[src/rtl/timer_bank.sv]
// timer_bank: NCH independent programmable-limit timers, each one-shot or periodic,
// with a clear/acknowledge handshake, a level done output and a one-cycle tick.
module timer_bank #(
  parameter int NCH   = 4,
  parameter int WIDTH = 12
) (
  input  logic                 clk_2K,
  input  logic                 i_Rst_n,
  input  logic [NCH-1:0]       i_Enable,
  input  logic [NCH-1:0]       i_Clear,
  input  logic [NCH-1:0]       i_Periodic,
  input  logic [NCH*WIDTH-1:0] i_Limit,
  output logic [NCH*WIDTH-1:0] o_Count,
  output logic [NCH-1:0]       o_Done,
  output logic [NCH-1:0]       o_Tick,
  output logic [NCH-1:0]       o_ClrAck
);

  localparam logic [WIDTH-1:0] ZERO = {WIDTH{1'b0}};
  localparam logic [WIDTH-1:0] ONE  = {{(WIDTH-1){1'b0}}, 1'b1};

  for (genvar ch = 0; ch < NCH; ch++) begin : g_ch
    logic [WIDTH-1:0] limit_s;
    logic [WIDTH-1:0] count_r;
    logic [WIDTH-1:0] count_nx_s;
    logic             term_s;
    logic             fired_r;
    logic             fired_nx_s;
    logic             tick_r;
    logic             tick_nx_s;
    logic             ack_r;
    logic             ack_nx_s;

    assign limit_s = i_Limit[ch*WIDTH +: WIDTH];
    // >= rather than == so a limit lowered below the current count still terminates
    assign term_s  = i_Enable[ch] && !i_Clear[ch] && (count_r >= limit_s);

    // Next-state selection: clear, periodic wrap, one-shot clamp, count, hold
    always_comb begin
      count_nx_s = count_r;
      fired_nx_s = fired_r;
      tick_nx_s  = 1'b0;
      ack_nx_s   = 1'b0;
      if (i_Clear[ch]) begin
        count_nx_s = ZERO;
        fired_nx_s = 1'b0;
        ack_nx_s   = 1'b1;
      end else if (term_s && i_Periodic[ch]) begin
        count_nx_s = ZERO;
        tick_nx_s  = 1'b1;
      end else if (term_s) begin
        count_nx_s = limit_s;
        tick_nx_s  = !fired_r;
        fired_nx_s = 1'b1;
      end else if (i_Enable[ch] && (count_r < limit_s)) begin
        count_nx_s = count_r + ONE;
      end else begin
        count_nx_s = count_r;
      end
    end

    // Channel state register with synchronous active-low reset
    always_ff @(posedge clk_2K) begin
      if (!i_Rst_n) begin
        count_r <= ZERO;
        fired_r <= 1'b0;
        tick_r  <= 1'b0;
        ack_r   <= 1'b0;
      end else begin
        count_r <= count_nx_s;
        fired_r <= fired_nx_s;
        tick_r  <= tick_nx_s;
        ack_r   <= ack_nx_s;
      end
    end

    assign o_Count[ch*WIDTH +: WIDTH] = count_r;
    assign o_Done[ch]                 = term_s && i_Rst_n;
    assign o_Tick[ch]                 = tick_r;
    assign o_ClrAck[ch]               = ack_r;
  end

endmodule

[config.mk]
export PLATFORM = sky130hd
export DESIGN_NAME = timer_bank
export DESIGN_NICKNAME = d
export VERILOG_FILES = /design/src/rtl/timer_bank.sv
export SDC_FILE = /design/constraint.sdc
export NUM_CORES = 1
export LEC_CHECK = 0
export BUFFER_PORTS_ARGS = -buffer_cell sky130_fd_sc_hd__buf_2
export CORE_MARGIN = 2
export CORE_UTILIZATION = 39
export CTS_CLUSTER_SIZE = 14
export DETAILED_ROUTE_END_ITERATION = 6
export PLACE_DENSITY = 0.69
export SLEW_MARGIN = 0
export SYNTH_ARGS = -nofsm -noshare
export SYNTH_HDL_FRONTEND = slang
export SYNTH_SLANG_ARGS = --single-unit
[constraint.sdc]
create_clock -name clk_2K -period 4.5 [get_ports clk_2K]
set_clock_uncertainty 0.05 [all_clocks]
set_input_delay 0.45 -clock clk_2K [delete_from_list [all_inputs] [get_ports clk_2K]]
set_output_delay 0.45 -clock clk_2K [all_outputs]
set_load 0.1 [all_outputs]
Word level (Yosys, flattened, before mapping)

Index checks and enable logic that the tools add are counted.

Flip-flop bits (word level): 60
Output and inout bits: 60

$add $sub $neg: 4
$lt $le $gt $ge: 8
Multiplexer cells: 20
Bitwise operators: 5
Reductions and logical operators: 44

Operator list:

| kind                                           | number |
|---|---|
| 2-to-1 mux 12 bit                              | 8 |
| adder 12 x 1 -> 12 bit (second input constant) | 4 |
| >= comparator 12 bit                           | 4 |
| less-than comparator 12 bit                    | 4 |
| logical AND 1 bit                              | 20 |
| 2-to-1 mux 1 bit                               | 12 |
| OR reduction 3 bit                             | 4 |
| logical NOT 1 bit                              | 8 |
| AND reduction 2 bit                            | 4 |
| nonzero test 2 bit                             | 4 |
| OR reduction 2 bit                             | 4 |
| NOT 1 bit                                      | 5 |

Depth between registers and ports, before layout

Word-level depth: 6
Gate-level depth with buffers: 10
Depth with buffers taken out: 9

Worst setup path after synthesis

No wires, ideal clock.

Path kind: register -> output
Start: register g_ch[1].count_r[6]
End: output o_Done[1]
Arrival: 3,154 ps
Data required time: 4,000 ps
Path slack: 846 ps
Cell stages (with the launch flop): 8
Path buffers: 1
Cells stage by stage: dfxtp_1 > ha_1 > a21o_1 > a221o_1 > a221o_1 > o21ba_1 > clkbuf_1 > and2_1

Word-level cells in the longest chain between the ends: 3

Ends and longest elaborated chain:

| item                   | RTL line | text |
|---|---|---|
| from (decl)            | 24       | `logic [WIDTH-1:0] count_r;` |
| from (signal assigned) | 70       | `count_r <= count_nx_s;` |
| >= comparator 12 bit   | 36       | `assign term_s = i_Enable[ch] && !i_Clear[ch] && (count_r >= limit_s);` |
| logical AND 1 bit      | 36       |  |
| logical AND 1 bit      | 78       | `assign o_Done[ch] = term_s && i_Rst_n;` |
| to (decl)              | 14       | `output logic [NCH-1:0] o_Done,` |

No other way between the ends.

Worst setup path in the final report

Ends and elaborated chain as after synthesis.

==> key figures <==
Worst setup path
  • Largest fanout on the critical path: 22
  • Worst endpoint data arrival time: 2960 ps
  • Required time of the critical path: about 4000 ps
  • Setup CP Type: flip-flop to output port
  • Launching element type of the critical path: flip-flop
  • Worst-path cell chain: ha_1 > a21o_1 > a221o_1 > a221o_1 > o21ba_1 > and2_1 > buf_2
  • Nature of the critical path endpoint: output port
  • Reg-to-reg slack, setup: 1520 ps
  • Cell seen most often among critical-path stages: sky130_fd_sc_hd__a221o_1
  • Max stage delay on crit path: 470 ps
  • Critical-path top delay cell: sky130_fd_sc_hd__o21ba_1

Drt
  • First-pass iteration count of the detailed router: 7
  • 1st-iter DRT viols: 480
  • Via count of the routed design: 4844
  • Detailed Route WL: between 10 and 15 mm
  • Per-cell via count in the routed design: 5.71
  • Wirelength per Cell: approximately 16 um
  • Count of unresolved DRC violations after routing: 0
  • Number of nets with antenna violations after detailed routing: 0

Timing
  • Max-slew violation total from the final report: 0
  • Max Freq: 0.289 GHz
  • Number of hold-slack violations in the final timing report: 0
  • Setup repair after global routing missed its margin: no
  • Post-layout minimum cycle time: ~3500 ps
  • Slew at the pin closest to its max-slew limit: 801 ps
  • Tightest slew margin relative to the limit: 0.466
  • Final setup violating endpoints: 0
  • Fin Setup TNS: 0 ps
  • Fin crit share: 0.769

Clocking
  • H-tree levels: 3
  • Clock-pin slew on the worst setup and hold paths: around 50 ps
  • Maximum root-to-sink buffer count: 2
  • Resized cells post-CTS: 0
  • Clock latency of the later-clocked register in the worst-skew pair: 320 ps
  • CTS Sinks: 60
  • Hold Buf Count CTS: 0
  • Number of clock buffers inserted by TritonCTS: 9
  • Cell at the root of the clock tree: sky130_fd_sc_hd__clkbuf_16
  • Clock tree from TritonCTS: built
  • Number of buffers inserted by post-CTS setup repair: 0

Synth
  • Sequential-to-total area share from yosys stat: 0.261
  • Number of enable-type register cells in the synthesized netlist: 0
  • Cell area after synthesis: 4600 um^2
  • Net count after synthesis: 706
  • Share of Yosys cell area claimed by the top area cell type: 0.261
  • Count of mapped cells out of synthesis: ~590
  • Count of warnings emitted by yosys: 0
  • Share of synthesized flip-flops with an asynchronous set or reset: 0
  • #FFs+latches synth: 60
  • Most used flip-flop cell after synthesis: sky130_fd_sc_hd__dfxtp_1
  • Synth area leader: sky130_fd_sc_hd__dfxtp_1
  • Number of unique standard cell types used by synthesis: 63
  • Per-instance average area after synthesis: between 7 and 8 um^2
  • Biggest area contributors in the synthesized netlist: sky130_fd_sc_hd__dfxtp_1, sky130_fd_sc_hd__ha_1, sky130_fd_sc_hd__a21oi_1

Layout
  • Net total in the final layout: 815
  • Share of post-route cells with drive strength above 1: 0.231
  • Finished Core Util: 0.486
  • Count of antenna diodes in the layout: 0
  • Synthesis-to-finish area growth: 21.0%

Status
  • Outcome: finished, final reports clean

GRT
  • Gr ovfl total: 0
  • Maximum number of pins on one net before global-route repair: 25
  • Vias in the first global route: 4947
  • Wire length of the first global-routing pass: between 20 and 25 mm
  • Number of antenna violations at the first check in global routing: 0
  • Combined global-route utilization of all metal layers: 0.215

Placed design
  • HPWL after detailed placement: 10.2 mm
  • Count of buffers from port buffering: 121
  • GPL Wtd Cong: ~0.90

Pwr
  • Power per cell area: 256 nW/um^2
  • Peak supply drop: about 0.23 mV
  • Leakage power figure: 2.71 nW

Flow run
  • Number of max-cap violations: 0

Floorplan
  • Initial core utilization: 0.401
  • Height of the chip: ~110 um
  • Std-Cell Core Area: 11500 um^2
  • I/O pin count: 122
  • Row count: 39
  • Die W: 113 um
  • Die footprint: 12700 um^2

Hold path
  • Classification of the worst-slack hold path: input pin to flip-flop
==> layout by cell type, fill, tap and decap left out, types with 11 or more instances in the layout <==
master | synthesis | layout
sky130_fd_sc_hd__buf_2 | 6 | 121
sky130_fd_sc_hd__a21oi_1 | 64 | 64
sky130_fd_sc_hd__dfxtp_1 | 60 | 60
sky130_fd_sc_hd__inv_1 | 55 | 55
sky130_fd_sc_hd__ha_1 | 52 | 52
sky130_fd_sc_hd__nand2_1 | 51 | 51
sky130_fd_sc_hd__nor3_1 | 25 | 25
sky130_fd_sc_hd__nor2_1 | 24 | 24
sky130_fd_sc_hd__nand3_1 | 21 | 21
sky130_fd_sc_hd__o21ai_1 | 20 | 20
sky130_fd_sc_hd__o22ai_1 | 20 | 20
sky130_fd_sc_hd__and2_1 | 15 | 15
sky130_fd_sc_hd__a32o_1 | 13 | 13
sky130_fd_sc_hd__and3_1 | 11 | 11
sky130_fd_sc_hd__o21ai_0 | 11 | 11
==> cell type report <==
cell class / count / area [um^2]
clock buffer: 12 / 256
multi-input combinational: 449 / 3040
inverter: 55 / 206
clock inverter: 4 / 47.5
tap: 143 / 179
timing repair buffer: 126 / 643
sequential: 60 / 1200
fill: 1122 / 5900
==> kinds of logic (layout without fill, tap and decap cells) <==
family	Yosys count	after routing	share of synthesized area
mux	12	12	0.0318
simple gates	201	201	0.230
buf+inv	83	197	0.0791
compound gates	183	183	0.255
flops	60	60	0.261
fa+ha+maj	52	52	0.141
xor+xnor	1	1	0.00190
==> sequential cells by signal (all words and copies together), names as in the netlist <==
name and count:
g_ch.count_r 48, g_ch.fired_r 4, g_ch.tick_r 4, g_ch.ack_r 4
==> worst max-delay path: cells and delay by family, from the launching register on <==
kind	cells	cell delay, ps
fa+ha+maj	1	280
flops	1	410
buf+inv	1	290
compound gates	4	1340
simple gates	1	310
==> worst paths after layout <==
path                           start                 end  depth (start not counted)
setup reg to reg  g_ch[1].count_r[6]  g_ch[1].count_r[8]                          8
setup / recovery  g_ch[1].count_r[6]           o_Done[1]                          7
hold / removal         i_Periodic[1]      g_ch[1].tick_r                          2
hold reg to reg      g_ch[3].fired_r      g_ch[3].tick_r                          1
==> metrics by stage <==
step	instances	instance area (um^2)	total power, W	worst slack [ps]	hold slack [ps]
finish	849	5570	0.00143	1040	324
global route	849	5570	0.00149	827	320
CTS	849	5570	0.00145	1030	311
detailed placement	833	5270	0.000739	1190	392
global placement	833	5270	0.000733	1250	389
floorplan	592	4600	0.000675	846	357
==> layer usage <==
layer	GRT usage	part of all wire	wire length, um
met1	0.269	0.44	5790
met2	0.362	0.48	6370
met3	0.0421	0.060	795
met4	0.0862	0.026	344
met5	0	0	0
==> cells in the mapped netlist, types with 2 or more instances <==
master / n
sky130_fd_sc_hd__or3_1: 2
sky130_fd_sc_hd__a21o_1: 9
sky130_fd_sc_hd__nor2_1: 24
sky130_fd_sc_hd__and2_1: 15
sky130_fd_sc_hd__clkbuf_1: 12
sky130_fd_sc_hd__a21oi_1: 64
sky130_fd_sc_hd__a21boi_0: 3
sky130_fd_sc_hd__nand2_1: 51
sky130_fd_sc_hd__a31o_2: 3
sky130_fd_sc_hd__o211ai_1: 6
sky130_fd_sc_hd__nand4_1: 9
sky130_fd_sc_hd__a21boi_1: 2
sky130_fd_sc_hd__ha_1: 52
sky130_fd_sc_hd__mux2_4: 5
sky130_fd_sc_hd__a211oi_1: 2
sky130_fd_sc_hd__o21ai_0: 11
sky130_fd_sc_hd__nand3_1: 21
sky130_fd_sc_hd__inv_1: 55
sky130_fd_sc_hd__buf_2: 6
sky130_fd_sc_hd__nor3b_1: 3
sky130_fd_sc_hd__or2_2: 5
sky130_fd_sc_hd__a32o_1: 13
sky130_fd_sc_hd__and4_1: 5
sky130_fd_sc_hd__dfxtp_1: 60
sky130_fd_sc_hd__nor2b_1: 7
sky130_fd_sc_hd__a31oi_1: 9
sky130_fd_sc_hd__nor3_1: 25
sky130_fd_sc_hd__and3_1: 11
sky130_fd_sc_hd__nor4_1: 2
sky130_fd_sc_hd__buf_6: 2
sky130_fd_sc_hd__o21a_1: 4
sky130_fd_sc_hd__mux2i_1: 6
sky130_fd_sc_hd__o21ai_1: 20
sky130_fd_sc_hd__nand2b_1: 9
sky130_fd_sc_hd__a221o_1: 4
sky130_fd_sc_hd__o22ai_1: 20
sky130_fd_sc_hd__buf_4: 8
sky130_fd_sc_hd__or4_1: 2
==> where the power goes <==
part / switching, W / internal [W] / total, W
combinational: 0.000127 / 0.0000591 / 0.000187
sequential: 0.00000678 / 0.000538 / 0.000544
clock: 0.000240 / 0.000457 / 0.000697
total: 0.000374 / 0.00105 / 0.00143
(Power assumes the default switching activity.)
